--- config.mk ---
export PLATFORM = sky130hd
export DESIGN_NAME = pdpm_rx_parser_flat
export DESIGN_NICKNAME = d
export VERILOG_FILES = /design/src/rtl/pdpm_pkg.sv /design/src/rtl/pdpm_rx_parser_if.sv /design/src/rtl/pdpm_rx_stats.sv /design/src/rtl/pdpm_rx_parser.sv /design/src/flat_wrapper.sv
export SDC_FILE = /design/constraint.sdc
export NUM_CORES = 1
export LEC_CHECK = 0
export ABC_AREA = 0
export ABC_CLOCK_PERIOD_IN_PS = 5300
export BUFFER_PORTS_ARGS = -buffer_cell sky130_fd_sc_hd__buf_2
export CAP_MARGIN = 20
export CORE_ASPECT_RATIO = 0.9
export CORE_UTILIZATION = 55
export DETAILED_ROUTE_END_ITERATION = 16
export PLACE_DENSITY = 0.85
export SLEW_MARGIN = 25
export SYNTH_ARGS = -nofsm -noshare
export SYNTH_HDL_FRONTEND = slang
export SYNTH_HIERARCHICAL = 1
export SYNTH_SLANG_ARGS = --single-unit
--- constraint.sdc ---
create_clock -name s_axis_aclk -period 5.3 [get_ports s_axis_aclk]
set_clock_uncertainty 0.15 [all_clocks]
set_input_delay 0.53 -clock s_axis_aclk [delete_from_list [all_inputs] [get_ports s_axis_aclk]]
set_output_delay 0.53 -clock s_axis_aclk [all_outputs]
set_load 0.01 [all_outputs]
--- src/rtl/pdpm_pkg.sv ---
// pdpm_pkg: shared constants, error codes, parser state enum and helpers for
// the pDPM receive parser.
package pdpm_pkg;

    localparam logic [15:0] ETHERTYPE    = 16'h88B5;
    localparam logic [15:0] MAX_LEN      = 16'd1024;

    localparam logic [7:0]  OP_READ      = 8'h01;
    localparam logic [7:0]  OP_WRITE     = 8'h02;

    localparam int          ETH_HDR_LEN  = 14;
    localparam int          PDPM_HDR_LEN = 22;

    // Byte indices on which each header check completes
    localparam logic [4:0]  IDX_ETYPE_LO = 5'(ETH_HDR_LEN - 1);
    localparam logic [4:0]  IDX_OPCODE   = 5'(ETH_HDR_LEN);
    localparam logic [4:0]  IDX_LEN_LO   = 5'(PDPM_HDR_LEN - 1);

    typedef enum logic [1:0] {
        ERR_RUNT   = 2'd0,
        ERR_ETYPE  = 2'd1,
        ERR_OPCODE = 2'd2,
        ERR_LEN    = 2'd3
    } err_code_t;

    typedef enum logic [1:0] {
        ST_HDR   = 2'd0,
        ST_CMD   = 2'd1,
        ST_DATA  = 2'd2,
        ST_DRAIN = 2'd3
    } rx_state_t;

    function automatic logic op_is_valid(input logic [7:0] op);
        return (op == OP_READ) || (op == OP_WRITE);
    endfunction

    // Increment that sticks at all-ones instead of wrapping
    function automatic logic [31:0] sat_inc(input logic [31:0] val);
        return (val == 32'hFFFF_FFFF) ? val : (val + 32'd1);
    endfunction

endpackage

--- src/rtl/pdpm_rx_parser_if.sv ---
// pdpm_rx_parser_if: byte-wide AXI-Stream bundle used for both the network
// input and the WRITE payload output of the parser.
interface pdpm_rx_parser_if;
    logic [7:0] tdata;
    logic       tvalid;
    logic       tlast;
    logic       tready;

    modport master (output tdata, output tvalid, output tlast, input tready);
    modport slave  (input tdata, input tvalid, input tlast, output tready);
endinterface

--- src/rtl/pdpm_rx_stats.sv ---
// pdpm_rx_stats: three 32-bit saturating frame counters, cleared by reset only.
module pdpm_rx_stats
    import pdpm_pkg::*;
(
    input  logic        clk,
    input  logic        rst_n,
    input  logic        inc_ok,
    input  logic        inc_drop,
    input  logic        inc_trunc,
    output logic [31:0] stat_ok,
    output logic [31:0] stat_drop,
    output logic [31:0] stat_trunc
);

    logic [31:0] ok_r;
    logic [31:0] drop_r;
    logic [31:0] trunc_r;

    // Count events, holding at all-ones once saturated
    always_ff @(posedge clk or negedge rst_n) begin
        if (!rst_n) begin
            ok_r    <= 32'd0;
            drop_r  <= 32'd0;
            trunc_r <= 32'd0;
        end else begin
            if (inc_ok)    ok_r    <= sat_inc(ok_r);
            if (inc_drop)  drop_r  <= sat_inc(drop_r);
            if (inc_trunc) trunc_r <= sat_inc(trunc_r);
        end
    end

    assign stat_ok    = ok_r;
    assign stat_drop  = drop_r;
    assign stat_trunc = trunc_r;

endmodule

--- src/rtl/pdpm_rx_parser.sv ---
// pdpm_rx_parser: strips the Ethernet header, decodes the pDPM request header,
// issues one command per good frame and forwards WRITE payload bytes.
// Optional statistics counters are built when PDPM_RX_STATS_EN is defined.
module pdpm_rx_parser
    import pdpm_pkg::*;
(
    input  logic                     s_axis_aclk,
    input  logic                     s_axis_aresetn,
    pdpm_rx_parser_if.slave          s_axis,
    pdpm_rx_parser_if.master         m_axis,
    output logic                     cmd_valid,
    input  logic                     cmd_ready,
    output logic [7:0]               cmd_op,
    output logic [7:0]               cmd_tag,
    output logic [31:0]              cmd_addr,
    output logic [15:0]              cmd_len,
    output logic [47:0]              cmd_src_mac,
    output logic                     err_valid,
    output logic [1:0]               err_code,
    output logic                     err_trunc,
    output logic [31:0]              stat_ok,
    output logic [31:0]              stat_drop,
    output logic [31:0]              stat_trunc
);

    rx_state_t   state_r;
    rx_state_t   state_n;

    logic        armed_r;      // low only until the first edge after reset
    logic [4:0]  idx_r;
    logic        done_r;       // frame's tlast already seen when entering CMD
    logic [7:0]  et_hi_r;
    logic [7:0]  len_hi_r;
    logic [7:0]  op_r;
    logic [7:0]  tag_r;
    logic [31:0] addr_r;
    logic [15:0] len_r;
    logic [47:0] src_r;
    logic [15:0] rem_r;
    logic        err_valid_r;
    logic [1:0]  err_code_r;
    logic        err_trunc_r;

    logic        hdr_acc_s;
    logic        data_xfer_s;
    logic        s_ready_s;
    logic        err_s;
    err_code_t   err_code_s;
    logic        trunc_s;
    logic [15:0] et_s;
    logic [15:0] len_s;

    assign et_s        = {et_hi_r, s_axis.tdata};
    assign len_s       = {len_hi_r, s_axis.tdata};
    assign hdr_acc_s   = (state_r == ST_HDR) && armed_r && s_axis.tvalid;
    assign data_xfer_s = (state_r == ST_DATA) && s_axis.tvalid && m_axis.tready;

    // State register
    always_ff @(posedge s_axis_aclk or negedge s_axis_aresetn) begin
        if (!s_axis_aresetn) begin
            state_r <= ST_HDR;
        end else begin
            state_r <= state_n;
        end
    end

    // Next-state decode, header checks and handshake control
    always_comb begin
        state_n    = state_r;
        s_ready_s  = 1'b0;
        err_s      = 1'b0;
        err_code_s = ERR_RUNT;
        trunc_s    = 1'b0;
        case (state_r)
            ST_HDR: begin
                s_ready_s = armed_r;
                if (hdr_acc_s) begin
                    if ((idx_r == IDX_ETYPE_LO) && (et_s != ETHERTYPE)) begin
                        err_s      = 1'b1;
                        err_code_s = ERR_ETYPE;
                    end else if ((idx_r == IDX_OPCODE) && !op_is_valid(s_axis.tdata)) begin
                        err_s      = 1'b1;
                        err_code_s = ERR_OPCODE;
                    end else if ((idx_r == IDX_LEN_LO) && (len_s > MAX_LEN)) begin
                        err_s      = 1'b1;
                        err_code_s = ERR_LEN;
                    end else if (s_axis.tlast && (idx_r != IDX_LEN_LO)) begin
                        err_s      = 1'b1;
                        err_code_s = ERR_RUNT;
                    end else if (idx_r == IDX_LEN_LO) begin
                        if (s_axis.tlast && (op_r == OP_WRITE) && (len_s != 16'd0)) begin
                            trunc_s = 1'b1;
                        end else begin
                            state_n = ST_CMD;
                        end
                    end else begin
                        state_n = ST_HDR;
                    end
                    if (err_s && !s_axis.tlast) begin
                        state_n = ST_DRAIN;
                    end else begin
                        state_n = state_n;
                    end
                end else begin
                    state_n = ST_HDR;
                end
            end
            ST_CMD: begin
                if (cmd_ready) begin
                    if ((op_r == OP_WRITE) && (len_r != 16'd0)) begin
                        state_n = ST_DATA;
                    end else if (done_r) begin
                        state_n = ST_HDR;
                    end else begin
                        state_n = ST_DRAIN;
                    end
                end else begin
                    state_n = ST_CMD;
                end
            end
            ST_DATA: begin
                s_ready_s = m_axis.tready;
                if (data_xfer_s) begin
                    if (rem_r == 16'd1) begin
                        state_n = s_axis.tlast ? ST_HDR : ST_DRAIN;
                    end else if (s_axis.tlast) begin
                        trunc_s = 1'b1;
                        state_n = ST_HDR;
                    end else begin
                        state_n = ST_DATA;
                    end
                end else begin
                    state_n = ST_DATA;
                end
            end
            ST_DRAIN: begin
                s_ready_s = 1'b1;
                if (s_axis.tvalid && s_axis.tlast) begin
                    state_n = ST_HDR;
                end else begin
                    state_n = ST_DRAIN;
                end
            end
            default: begin
                state_n = ST_HDR;
            end
        endcase
    end

    // Arm input acceptance and track the header byte index
    always_ff @(posedge s_axis_aclk or negedge s_axis_aresetn) begin
        if (!s_axis_aresetn) begin
            armed_r <= 1'b0;
            idx_r   <= 5'd0;
            done_r  <= 1'b0;
        end else begin
            armed_r <= 1'b1;
            if (hdr_acc_s) begin
                done_r <= s_axis.tlast;
                if (s_axis.tlast || (idx_r == IDX_LEN_LO)) begin
                    idx_r <= 5'd0;
                end else begin
                    idx_r <= idx_r + 5'd1;
                end
            end else if (state_r != ST_HDR) begin
                idx_r <= 5'd0;
            end else begin
                idx_r <= idx_r;
            end
        end
    end

    // Latch header fields as their bytes arrive
    always_ff @(posedge s_axis_aclk or negedge s_axis_aresetn) begin
        if (!s_axis_aresetn) begin
            src_r    <= 48'd0;
            et_hi_r  <= 8'd0;
            op_r     <= 8'd0;
            tag_r    <= 8'd0;
            addr_r   <= 32'd0;
            len_hi_r <= 8'd0;
            len_r    <= 16'd0;
        end else if (hdr_acc_s) begin
            if ((idx_r >= 5'd6) && (idx_r <= 5'd11)) begin
                src_r <= {src_r[39:0], s_axis.tdata};
            end else if (idx_r == 5'd12) begin
                et_hi_r <= s_axis.tdata;
            end else if (idx_r == IDX_OPCODE) begin
                op_r <= s_axis.tdata;
            end else if (idx_r == 5'd15) begin
                tag_r <= s_axis.tdata;
            end else if ((idx_r >= 5'd16) && (idx_r <= 5'd19)) begin
                addr_r <= {addr_r[23:0], s_axis.tdata};
            end else if (idx_r == 5'd20) begin
                len_hi_r <= s_axis.tdata;
            end else if (idx_r == IDX_LEN_LO) begin
                len_r <= len_s;
            end else begin
                src_r <= src_r;
            end
        end
    end

    // Remaining-payload counter for WRITE data beats
    always_ff @(posedge s_axis_aclk or negedge s_axis_aresetn) begin
        if (!s_axis_aresetn) begin
            rem_r <= 16'd0;
        end else if ((state_r == ST_CMD) && cmd_ready) begin
            rem_r <= len_r;
        end else if (data_xfer_s) begin
            rem_r <= rem_r - 16'd1;
        end else begin
            rem_r <= rem_r;
        end
    end

    // Registered error pulses, one cycle after the offending byte
    always_ff @(posedge s_axis_aclk or negedge s_axis_aresetn) begin
        if (!s_axis_aresetn) begin
            err_valid_r <= 1'b0;
            err_code_r  <= 2'd0;
            err_trunc_r <= 1'b0;
        end else begin
            err_valid_r <= err_s;
            err_code_r  <= err_s ? err_code_s : err_code_r;
            err_trunc_r <= trunc_s;
        end
    end

    assign s_axis.tready = s_ready_s;

    assign m_axis.tdata  = (state_r == ST_DATA) ? s_axis.tdata : 8'd0;
    assign m_axis.tvalid = (state_r == ST_DATA) && s_axis.tvalid;
    assign m_axis.tlast  = (state_r == ST_DATA) && ((rem_r == 16'd1) || s_axis.tlast);

    assign cmd_valid   = (state_r == ST_CMD);
    assign cmd_op      = op_r;
    assign cmd_tag     = tag_r;
    assign cmd_addr    = addr_r;
    assign cmd_len     = len_r;
    assign cmd_src_mac = src_r;

    assign err_valid = err_valid_r;
    assign err_code  = err_code_r;
    assign err_trunc = err_trunc_r;

`ifdef PDPM_RX_STATS_EN
    pdpm_rx_stats u_stats (
        .clk        (s_axis_aclk),
        .rst_n      (s_axis_aresetn),
        .inc_ok     (cmd_valid && cmd_ready),
        .inc_drop   (err_valid_r),
        .inc_trunc  (err_trunc_r),
        .stat_ok    (stat_ok),
        .stat_drop  (stat_drop),
        .stat_trunc (stat_trunc)
    );
`else
    assign stat_ok    = 32'd0;
    assign stat_drop  = 32'd0;
    assign stat_trunc = 32'd0;
`endif

endmodule

--- src/flat_wrapper.sv ---
// flat-port wrapper written by rule: the top's interface ports become plain ports
module pdpm_rx_parser_flat import pdpm_pkg::*;
  (s_axis_aclk, s_axis_aresetn, cmd_valid, cmd_ready, cmd_op, cmd_tag, cmd_addr, cmd_len, cmd_src_mac, err_valid, err_code, err_trunc, stat_ok, stat_drop, stat_trunc, s_axis_tdata, s_axis_tvalid, s_axis_tlast, s_axis_tready, m_axis_tdata, m_axis_tvalid, m_axis_tlast, m_axis_tready);
  pdpm_rx_parser_if s_axis_i ();
  pdpm_rx_parser_if m_axis_i ();
  input  logic s_axis_aclk;
  input  logic s_axis_aresetn;
  output logic cmd_valid;
  input  logic cmd_ready;
  output logic [7:0] cmd_op;
  output logic [7:0] cmd_tag;
  output logic [31:0] cmd_addr;
  output logic [15:0] cmd_len;
  output logic [47:0] cmd_src_mac;
  output logic err_valid;
  output logic [1:0] err_code;
  output logic err_trunc;
  output logic [31:0] stat_ok;
  output logic [31:0] stat_drop;
  output logic [31:0] stat_trunc;
  input wire logic [$bits(s_axis_i.tdata)-1:0] s_axis_tdata;
  input wire logic [$bits(s_axis_i.tvalid)-1:0] s_axis_tvalid;
  input wire logic [$bits(s_axis_i.tlast)-1:0] s_axis_tlast;
  output wire logic [$bits(s_axis_i.tready)-1:0] s_axis_tready;
  output wire logic [$bits(m_axis_i.tdata)-1:0] m_axis_tdata;
  output wire logic [$bits(m_axis_i.tvalid)-1:0] m_axis_tvalid;
  output wire logic [$bits(m_axis_i.tlast)-1:0] m_axis_tlast;
  input wire logic [$bits(m_axis_i.tready)-1:0] m_axis_tready;
  assign s_axis_i.tdata = s_axis_tdata;
  assign s_axis_i.tvalid = s_axis_tvalid;
  assign s_axis_i.tlast = s_axis_tlast;
  assign s_axis_tready = s_axis_i.tready;
  assign m_axis_tdata = m_axis_i.tdata;
  assign m_axis_tvalid = m_axis_i.tvalid;
  assign m_axis_tlast = m_axis_i.tlast;
  assign m_axis_i.tready = m_axis_tready;
  pdpm_rx_parser u_core (.s_axis_aclk(s_axis_aclk), .s_axis_aresetn(s_axis_aresetn), .s_axis(s_axis_i), .m_axis(m_axis_i), .cmd_valid(cmd_valid), .cmd_ready(cmd_ready), .cmd_op(cmd_op), .cmd_tag(cmd_tag), .cmd_addr(cmd_addr), .cmd_len(cmd_len), .cmd_src_mac(cmd_src_mac), .err_valid(err_valid), .err_code(err_code), .err_trunc(err_trunc), .stat_ok(stat_ok), .stat_drop(stat_drop), .stat_trunc(stat_trunc));
endmodule
==> results list, run 1 <==
- Buffers added to address setup during post-CTS repair amount to 0.
- Required time reported for the critical path endpoint: between 4 and 5 ns
- After layout, the minimum clock period comes to 3.13 ns.
- Count of final max-slew check failures: 0
* RePlAce Congestion: 0.878
- Number of optimization iterations in the first detailed-route pass: 4
- The critical path is of the reg -> out type.
- The Yosys step of the flow raised 6 warnings.
- Summed instance area of the synthesized netlist: approximately 7600 um2
- Clock root cell: clkbuf_16
* Synth top area cells: dfrtp_1 (52%), mux2_2 (17%), buf_4 (9.7%)
- After detailed routing, the number of remaining DRC violations is 0.
- Using the TritonRoute via totals, the vias-per-cell ratio works out to roughly 5.4.
- Detailed routing inserted a total of 5019 vias.
- For this design the static power due to leakage is 4.74 nW.
* Post-synth top flop: dfrtp_1
* Post-synth top area share: 0.517
- Measured in cells, the most critical reg-to-reg path has a length of 5.
- Classification of the worst-slack hold path: in -> reg
- TritonCTS Sinks: 157
- Layout Cell Area excl Fill: 8600 um2
* Cell area after placement: about 8000 um2
- Post-DP HPWL: 10700 um
- Peak VDD IR: 0.221 mV
* Endpoints failing setup: 0
* CTS tree: built
- For this run, the register share of the synthesized area comes to 0.517.
* Peak fanout along the critical path: 8
* Outcome: finished, final reports clean
- Die Outline Area: 14300 um2
- Summed over all failing endpoints, the final setup total negative slack is 0 ns.
- Measured along the y axis, the die boundary spans 113 um.
* Number of non-filler instances in the completed layout: 933
- Unique masters post-synth: 59
- Number of instances resized during post-cts repair: 0
- Leftover overflow at the end of global routing: 0
* Switch Pwr: just under 0.9 mW
- The die is 126 um wide.
* RSZ-0062 raised after global routing: no
- Initial drt markers: between 300 and 400
- Depth of the CTS H-tree: 4
* Synthesized instance count: a little over 600
* Vias in the first global route: 4742
* Initial antenna violation count: 0
- Pin placement for this block handled 238 I/O pins.
- Number of cells traversed by the worst hold path: 3
- STA classifies the critical path startpoint as a register.
- Minimum setup slack among reg-to-reg paths: 2.56 ns
- Of the cells placed in the final design, the portion with a size suffix greater than 1 is 0.399.
- Starting density of the core: 0.566
* Mapped Avg Cell Area: 12.2 um2
* Site row count: 40
* Power per cell area: 340 nW/um2
* Data arrival time of the critical path: between 2 and 2.5 ns
- Switching part of the total power: 0.296
* Sequential share of power: 0.460
* Share of the clock period used by the worst path: 0.590
- For the worst-skew pair, the clock arrives at the later sink with an insertion delay of about 0.42 ns.
* Top cell type by total area after synthesis: dfrtp_1
- Based on the critical path, the design can be clocked at up to 320 MHz.
- Internal power consumption: 2.06 mW
* First-pass GRT wire length: between 20000 and 30000 um
- Count of antenna-violating nets left after detailed routing: 0
* Area growth from synthesis to final layout: 13.2%
- Detailed-route wire length: 15700 um
* Cell count after placement: 901
* Core area: 13400 um2
- In this run the tool buffered the top-level ports with 141 buffer cells.
- For the pin with the worst max-slew slack, the measured transition is 0.836 ns.
- In the global route stage, overall resource usage came out at 0.227.
- Of the total power, combinational logic draws 0.156.
- Maximum count of clock buffers along a single path: 2
* Final Net Count: roughly 770
- In this run, CTS created clock tree buffers numbering 17.
* Proportion of synthesized flip-flops having asynchronous set or reset: 1.00
- Yosys mapped a number of flops with a built-in enable equal to 0.
* Clk network pwr share: 0.384
* Max cap viols: 0
- Yosys reg bits: 157
- In the final routed layout, each cell accounts on average for around 17 um.
- Entering global routing, the biggest net connects 67 pins.
- 0 antenna diodes ended up in the layout.
* Hold Vio Cnt, Final: 0
- Element type at the critical path end: output port
* Total power: 2.93 mW
- Worst relative slew slack: 0.442
- After clock tree synthesis, the clock-pin slew on the worst setup and hold paths is ~0.06 ns.
==> cell usage after synthesis, types with 2 or more instances <==
| master | count |
|---|---|
| a211o_1 | 2 |
| a21oi_1 | 11 |
| a221o_1 | 2 |
| a221oi_1 | 2 |
| a31oi_1 | 3 |
| and2_1 | 11 |
| and3_1 | 4 |
| and4b_1 | 4 |
| buf_1 | 2 |
| buf_2 | 13 |
| buf_4 | 98 |
| buf_6 | 2 |
| clkbuf_1 | 12 |
| conb_1 | 2 |
| dfrtp_1 | 157 |
| ha_1 | 7 |
| inv_1 | 8 |
| mux2_1 | 2 |
| mux2_2 | 116 |
| mux2_4 | 8 |
| nand2_1 | 29 |
| nand2b_1 | 4 |
| nand3_1 | 12 |
| nand3b_1 | 2 |
| nand4b_1 | 4 |
| nor2_1 | 16 |
| nor2b_1 | 3 |
| nor3_1 | 9 |
| nor4_1 | 9 |
| nor4_2 | 2 |
| nor4b_1 | 2 |
| o211ai_1 | 5 |
| o21a_1 | 2 |
| o21ai_0 | 18 |
| o311ai_0 | 5 |
| o31ai_1 | 4 |
| or3_1 | 4 |
| or4_1 | 2 |
| xor2_1 | 3 |
==> state kept, by name, indices dropped and copies added (netlist names) <==
signal and cells:
u_core/cmd_src_mac 48, u_core/cmd_addr 32, u_core/cmd_len 16, u_core/rem_r 16, u_core/cmd_op 8, u_core/cmd_tag 8, u_core/et_hi_r 8, u_core/len_hi_r 8
u_core/idx_r 5, u_core/err_code 2, u_core/state_r 2, u_core/armed_r 1, u_core/done_r 1, u_core/err_trunc 1, u_core/err_valid 1
==> metrics by stage <==
step / util / setup slack (ns) / hold WS [ns]
floorplan: - / 2.93 / 0.0844
global placement: 0.599 / 2.38 / 0.300
detailed placement: 0.599 / 2.36 / 0.301
CTS: 0.641 / 2.19 / 0.266
global route: 0.641 / 2.05 / 0.281
finish: 0.641 / 2.17 / 0.286
==> worst max-delay path: stages (launching register included) <==
cell and delay, ns:
dfrtp_1 0.46, nor4_1 0.62, nand3b_1 0.32, nor3_1 0.35
o21a_1 0.15, buf_2 0.13
==> worst paths after layout <==
kind,from,to
max,u_core/rem_r[6]$_DFFE_PN0P_,m_axis_tlast
min,s_axis_tlast,u_core/done_r$_DFFE_PN0P_
max reg2reg,u_core/state_r[1]$_DFFE_PN0P_,u_core/rem_r[15]$_DFFE_PN0P_
min reg2reg,u_core/cmd_addr[29]$_DFFE_PN0P_,u_core/cmd_addr[29]$_DFFE_PN0P_
max in group asynchronous,s_axis_aresetn,u_core/armed_r$_DFF_PN0_
min in group asynchronous,s_axis_aresetn,u_core/cmd_src_mac[41]$_DFFE_PN0P_
==> power groups by stage <==
stage                     registers (mW)  logic [mW]  clock network (mW)
after floorplan                     1.33       0.405                   0
after global placement              1.36       0.444                   0
after detailed placement            1.36       0.456                   0
after CTS                           1.34       0.459                1.14
after global routing                1.35       0.511                1.20
final                               1.34       0.457                1.12
==> layer usage <==
metal	global-route usage	share of wire	up-vias
met5	0	0	-
met4	0.0731	0.0090	0
met3	0.0694	0.070	15
met2	0.357	0.48	209
met1	0.303	0.44	2515
li1	-	-	2280
==> cell families after synthesis <==
logic type	Yosys count	synth area share
multiplexers	126	0.191
AND/OR/NAND/NOR	125	0.0965
other	2	0.000989
buffers and inverters	135	0.119
XOR/XNOR	4	0.00461
flip-flops	157	0.517
adder cells (fa/ha/maj)	8	0.0130
AO/OA/AOI/OAI	64	0.0577
==> layout make-up <==
class	instances	area (um2)
multi-input cells	424	3130
repair buffers	145	744
well taps	168	210
clock inverters	9	77.6
inverters	8	30.0
clock buffers	22	474
flip-flops and latches	157	3930
fillers	1045	4820
==> timing repair <==
action                                 4_1_cts  5_1_grt
hold buffers                                 1        0
setup endpoints to repair                    0        0
endpoints found under the hold margin       38        0
==> cell usage in the layout, fill, tap and decap left out, drive strengths merged, types with 5 or more instances in the layout <==
cell      n
dfrtp   157
buf     144
mux2    126
conb     97
nand2    29
clkbuf   22
o21ai    18
nor2     16
nand3    12
nor4     12
and2     11
a21oi    11
inv      11
nor3      9
ha        7
clkinv    5
o211ai    5
o311ai    5
(Power assumes the default switching activity.)
==> run 2: changes to the inputs <==
--- a/config.mk
+++ b/config.mk
@@ -6,13 +6,13 @@
 export NUM_CORES = 1
 export LEC_CHECK = 0
 export ABC_AREA = 0
-export ABC_CLOCK_PERIOD_IN_PS = 5300
+export ABC_CLOCK_PERIOD_IN_PS = 3000
 export BUFFER_PORTS_ARGS = -buffer_cell sky130_fd_sc_hd__buf_2
 export CAP_MARGIN = 20
 export CORE_ASPECT_RATIO = 0.9
-export CORE_UTILIZATION = 55
+export CORE_UTILIZATION = 52
 export DETAILED_ROUTE_END_ITERATION = 16
-export PLACE_DENSITY = 0.85
+export PLACE_DENSITY = 0.81
 export SLEW_MARGIN = 25
 export SYNTH_ARGS = -nofsm -noshare
 export SYNTH_HDL_FRONTEND = slang
==> constraint.sdc (replaced) <==
create_clock -name s_axis_aclk -period 3 [get_ports s_axis_aclk]
set_clock_uncertainty 0.15 [all_clocks]
set_input_delay 0.3 -clock s_axis_aclk [delete_from_list [all_inputs] [get_ports s_axis_aclk]]
set_output_delay 0.3 -clock s_axis_aclk [all_outputs]
set_load 0.01 [all_outputs]
==> run 2 against run 1 <==
Against the previous run: global-route usage is 0.91 points lower; critical path depth is 1 higher; sequential share of layout area is 0.55 points lower.
==> results list, run 2 (synthesis results as in run 1) <==
- The horizontal die dimension is 129 um (+2.8%).
* Leading cell type in the layout, fill and taps excluded: dfrtp_1
- TritonCTS Sinks: 157 (unchanged)
- Highest-count cells in the layout ignoring fill and taps: dfrtp_1 (157), buf_2 (140), mux2_2 (116), conb_1 (97), nand2_1 (29)
* Timing-limited maximum frequency: 377 MHz
* First-pass GRT wire length: 24800 um (-0.88%)
- The headroom to the max-slew limit came to 0.449 (+0.00676).
- The net switching power figure came to 1.59 mW (+84%).
* RSZ-0062 raised after global routing: no
- Count of final max-slew check failures: 0 (unchanged)
- Internal power consumption: 3.64 mW (+77%)
- The pin count of the biggest net entering global routing was 60 (-10%).
* Fraction of final layout cells sized beyond drive strength 1: 0.406 (+0.00752)
- Peak fanout along the critical path: 8 (unchanged)
* Relative contribution of combinational cells to total power: 0.168 (+0.012)
- Depth of the CTS H-tree: 4 (unchanged)
- The clock insertion delay at the later pin of the skew report came to 0.42 ns (about the same).
* Cell area after placement: 8150 um2 (+1.4%)
* CTS tree: built
- The number of buffers inserted by port buffering came to 141 (unchanged).
- Number of optimization iterations in the first detailed-route pass: 4 (unchanged)
- Area growth from synthesis to final layout: 14.5%
- The critical path goes through nor4_1, buf_4, nand3b_1, nor3_1, o21a_1, buf_2.
- The sum of negative setup slack was 0 ns (unchanged).
- Reg2Reg Launch Point: u_core/idx_r[0]$_DFFE_PN0P_
- The DRC violation count after routing was 0 (unchanged).
- Number of cells traversed by the worst hold path: 3 (unchanged)
- The final worst slack was 0.350 ns (-1.82 ns).
- The run finished with clean final reports.
- Worst-Margin Slew: 0.826 ns (-0.0101 ns)
* Count of antenna-violating nets left after detailed routing: 0 (unchanged)
- Max cap viols: 0 (unchanged)
- Minimum setup slack among reg-to-reg paths: 0.40 ns (-2.16 ns)
* Total Routing Usage GR: 0.218 (-0.00914)
* Top cell family by delay on the critical path: simple AND/OR/NAND/NOR gates
* Maximum count of clock buffers along a single path: 2 (unchanged)
* Peak VDD IR: 0.410 mV (+85%)
- Share of the clock period used by the worst path: 0.883
- Hold_sp: s_axis_tlast
- Classification of the worst-slack hold path: in -> reg
- The number of buffer and inverter stages on the critical path came to 2 (+1).
- The fill cell total of the finished layout came to 1153 (+10%).
- The clock buffer count from CTS was 17 (unchanged).
* Site row count: 41 (+2.5%)
- Detailed-route via count: 5084 (+1.3%)
* Detailed-route wire length: 15900 um (+1.2%)
- Initial drt markers: 296 (-6.3%)
- The worst setup path is captured at an output port.
* Worst setup path class: reg -> out
- Lkg Pwr: 4.79 nW (+0.94%)
- Endpoint of the most critical register-to-register path: u_core/cmd_len[11]$_DFFE_PN0P_
- The final count of hold timing violations was 0 (unchanged).
- Max reg flops: 48 (unchanged)
- Leftover overflow at the end of global routing: 0 (unchanged)
- Power per cell area: 602 nW/um2 (+77%)
- Post-Place Worst Slack: 0.438 ns (-1.93 ns)
* Final Net Count: 782 (+1.0%)
- Number of buffers inserted to repair setup after CTS: 0 (unchanged)
* Diode count: 0 (unchanged)
- The initial antenna violation count was 0 (unchanged).
* Worst stage delay on the critical path: 0.45 ns (-0.17 ns)
- The average wire length per cell after detail routing is 16.4 um (-2.2%).
- On the critical path, the stage with the largest delay is an instance of dfrtp_1.
* Startpoint class of the critical path: register
- Post-DP HPWL: 11000 um (+3.0%)
* Required time reported for the critical path endpoint: 2.55 ns (-2.07 ns)
* Clock period minus worst slack: roughly 2.7 ns
- The vias per cell came to 5.26 (-2.2%).
- Clk network pwr share: 0.380 (-0.004)
* RePlAce Congestion: 0.905 (+3.1%)
- The via count of the first global-routing pass was 4712 (-0.63%).
- The share of power burned in registers was 0.452 (-0.008).
- Endpoints failing setup: 0 (unchanged)
* Starting density of the core: 0.536 (-0.0298)
* Switching part of the total power: 0.304 (+0.00869)
- The tree is rooted in a clkbuf_16.
* Worst reg-to-reg path cell count: 5 (unchanged)
- The register clock-pin slew on the reported worst setup and hold paths is 0.06 ns (about the same).
* Y dimension of the die: 117 um (+2.8%)
- Layout Cell Area excl Fill: 8700 um2 (+1.2%)
- The arrival time at the worst endpoint was 2.20 ns (-0.25 ns).
- The floorplan die area came to 15100 um2 (+5.7%).
* Worst hold endpoint: u_core/done_r$_DFFE_PN0P_
- The core footprint was 14200 um2 (+5.6%).
* I/O Pins: 238 (unchanged)
run 2: what timing repair did:
item                                   in CTS  in global routing
endpoints found under the hold margin      56                  0
hold buffers                                1                  0
setup endpoints to repair                   0                  0
resized for setup                           0                  0
run 2: cell type report:
class	count	area [um2]	area share
clock buffers	19	443	0.0509
clock inverters	12	100	0.0115
flip-flops and latches	157	3930	0.452
multi-input cells	424	3130	0.360
well taps	193	241	0.0278
repair buffers	153	830	0.0953
inverters	8	30.0	0.00345
run 2: metrics by stage:
| stage | hold slack [ns] | power (mW) | cells | utilization |
|---|---|---|---|---|
| 2_1_floorplan | -0.146 | 3.07 | 716 | - |
| 3_3_place_gp | 0.163 | 3.24 | 934 | 0.575 |
| 3_5_place_dp | 0.160 | 3.26 | 934 | 0.575 |
| 4_1_cts | 0.0522 | 5.26 | 966 | 0.615 |
| 5_1_grt | 0.0663 | 5.48 | 966 | 0.615 |
| 6_report | 0.0770 | 5.23 | 966 | 0.615 |
run 2: tightest hold or removal path, cell delays in order:
cell and delay (ns):
buf_2 0.18, nand2_1 0.08, nand2_1 0.04
run 2: power by group through the flow:
stage | logic, mW | registers [mW] | clock network [mW]
floorplan | 0.715 | 2.35 | 0
global placement | 0.841 | 2.39 | 0
detailed placement | 0.858 | 2.40 | 0
CTS | 0.865 | 2.36 | 2.03
global route | 0.977 | 2.38 | 2.12
finish | 0.878 | 2.37 | 1.99
run 2: worst max path at each step:
stage / startpoint / end / slack, ns / cells past startpoint
final: u_core/rem_r[6]$_DFFE_PN0P_ / m_axis_tlast / 0.35 / 6
after global routing: u_core/rem_r[6]$_DFFE_PN0P_ / m_axis_tlast / 0.20 / 6
after CTS: u_core/rem_r[6]$_DFFE_PN0P_ / m_axis_tlast / 0.38 / 6
after detailed placement: u_core/idx_r[0]$_DFFE_PN0P_ / u_core/cmd_len[11]$_DFFE_PN0P_ / 0.44 / 5
after global placement: u_core/idx_r[0]$_DFFE_PN0P_ / u_core/cmd_len[13]$_DFFE_PN0P_ / 0.50 / 5
after floorplan: u_core/idx_r[0]$_DFFE_PN0P_ / u_core/cmd_addr[10]$_DFFE_PN0P_ / 0.63 / 6
run 2: layer usage:
| layer | track usage | routed length [um] | up-vias |
|---|---|---|---|
| met1 | 0.298 | 7180 | 2533 |
| met4 | 0.0753 | 210 | 0 |
| li1 | - | - | 2301 |
| met3 | 0.0554 | 1060 | 17 |
| met2 | 0.339 | 7440 | 233 |
| met5 | 0 | 0 | - |
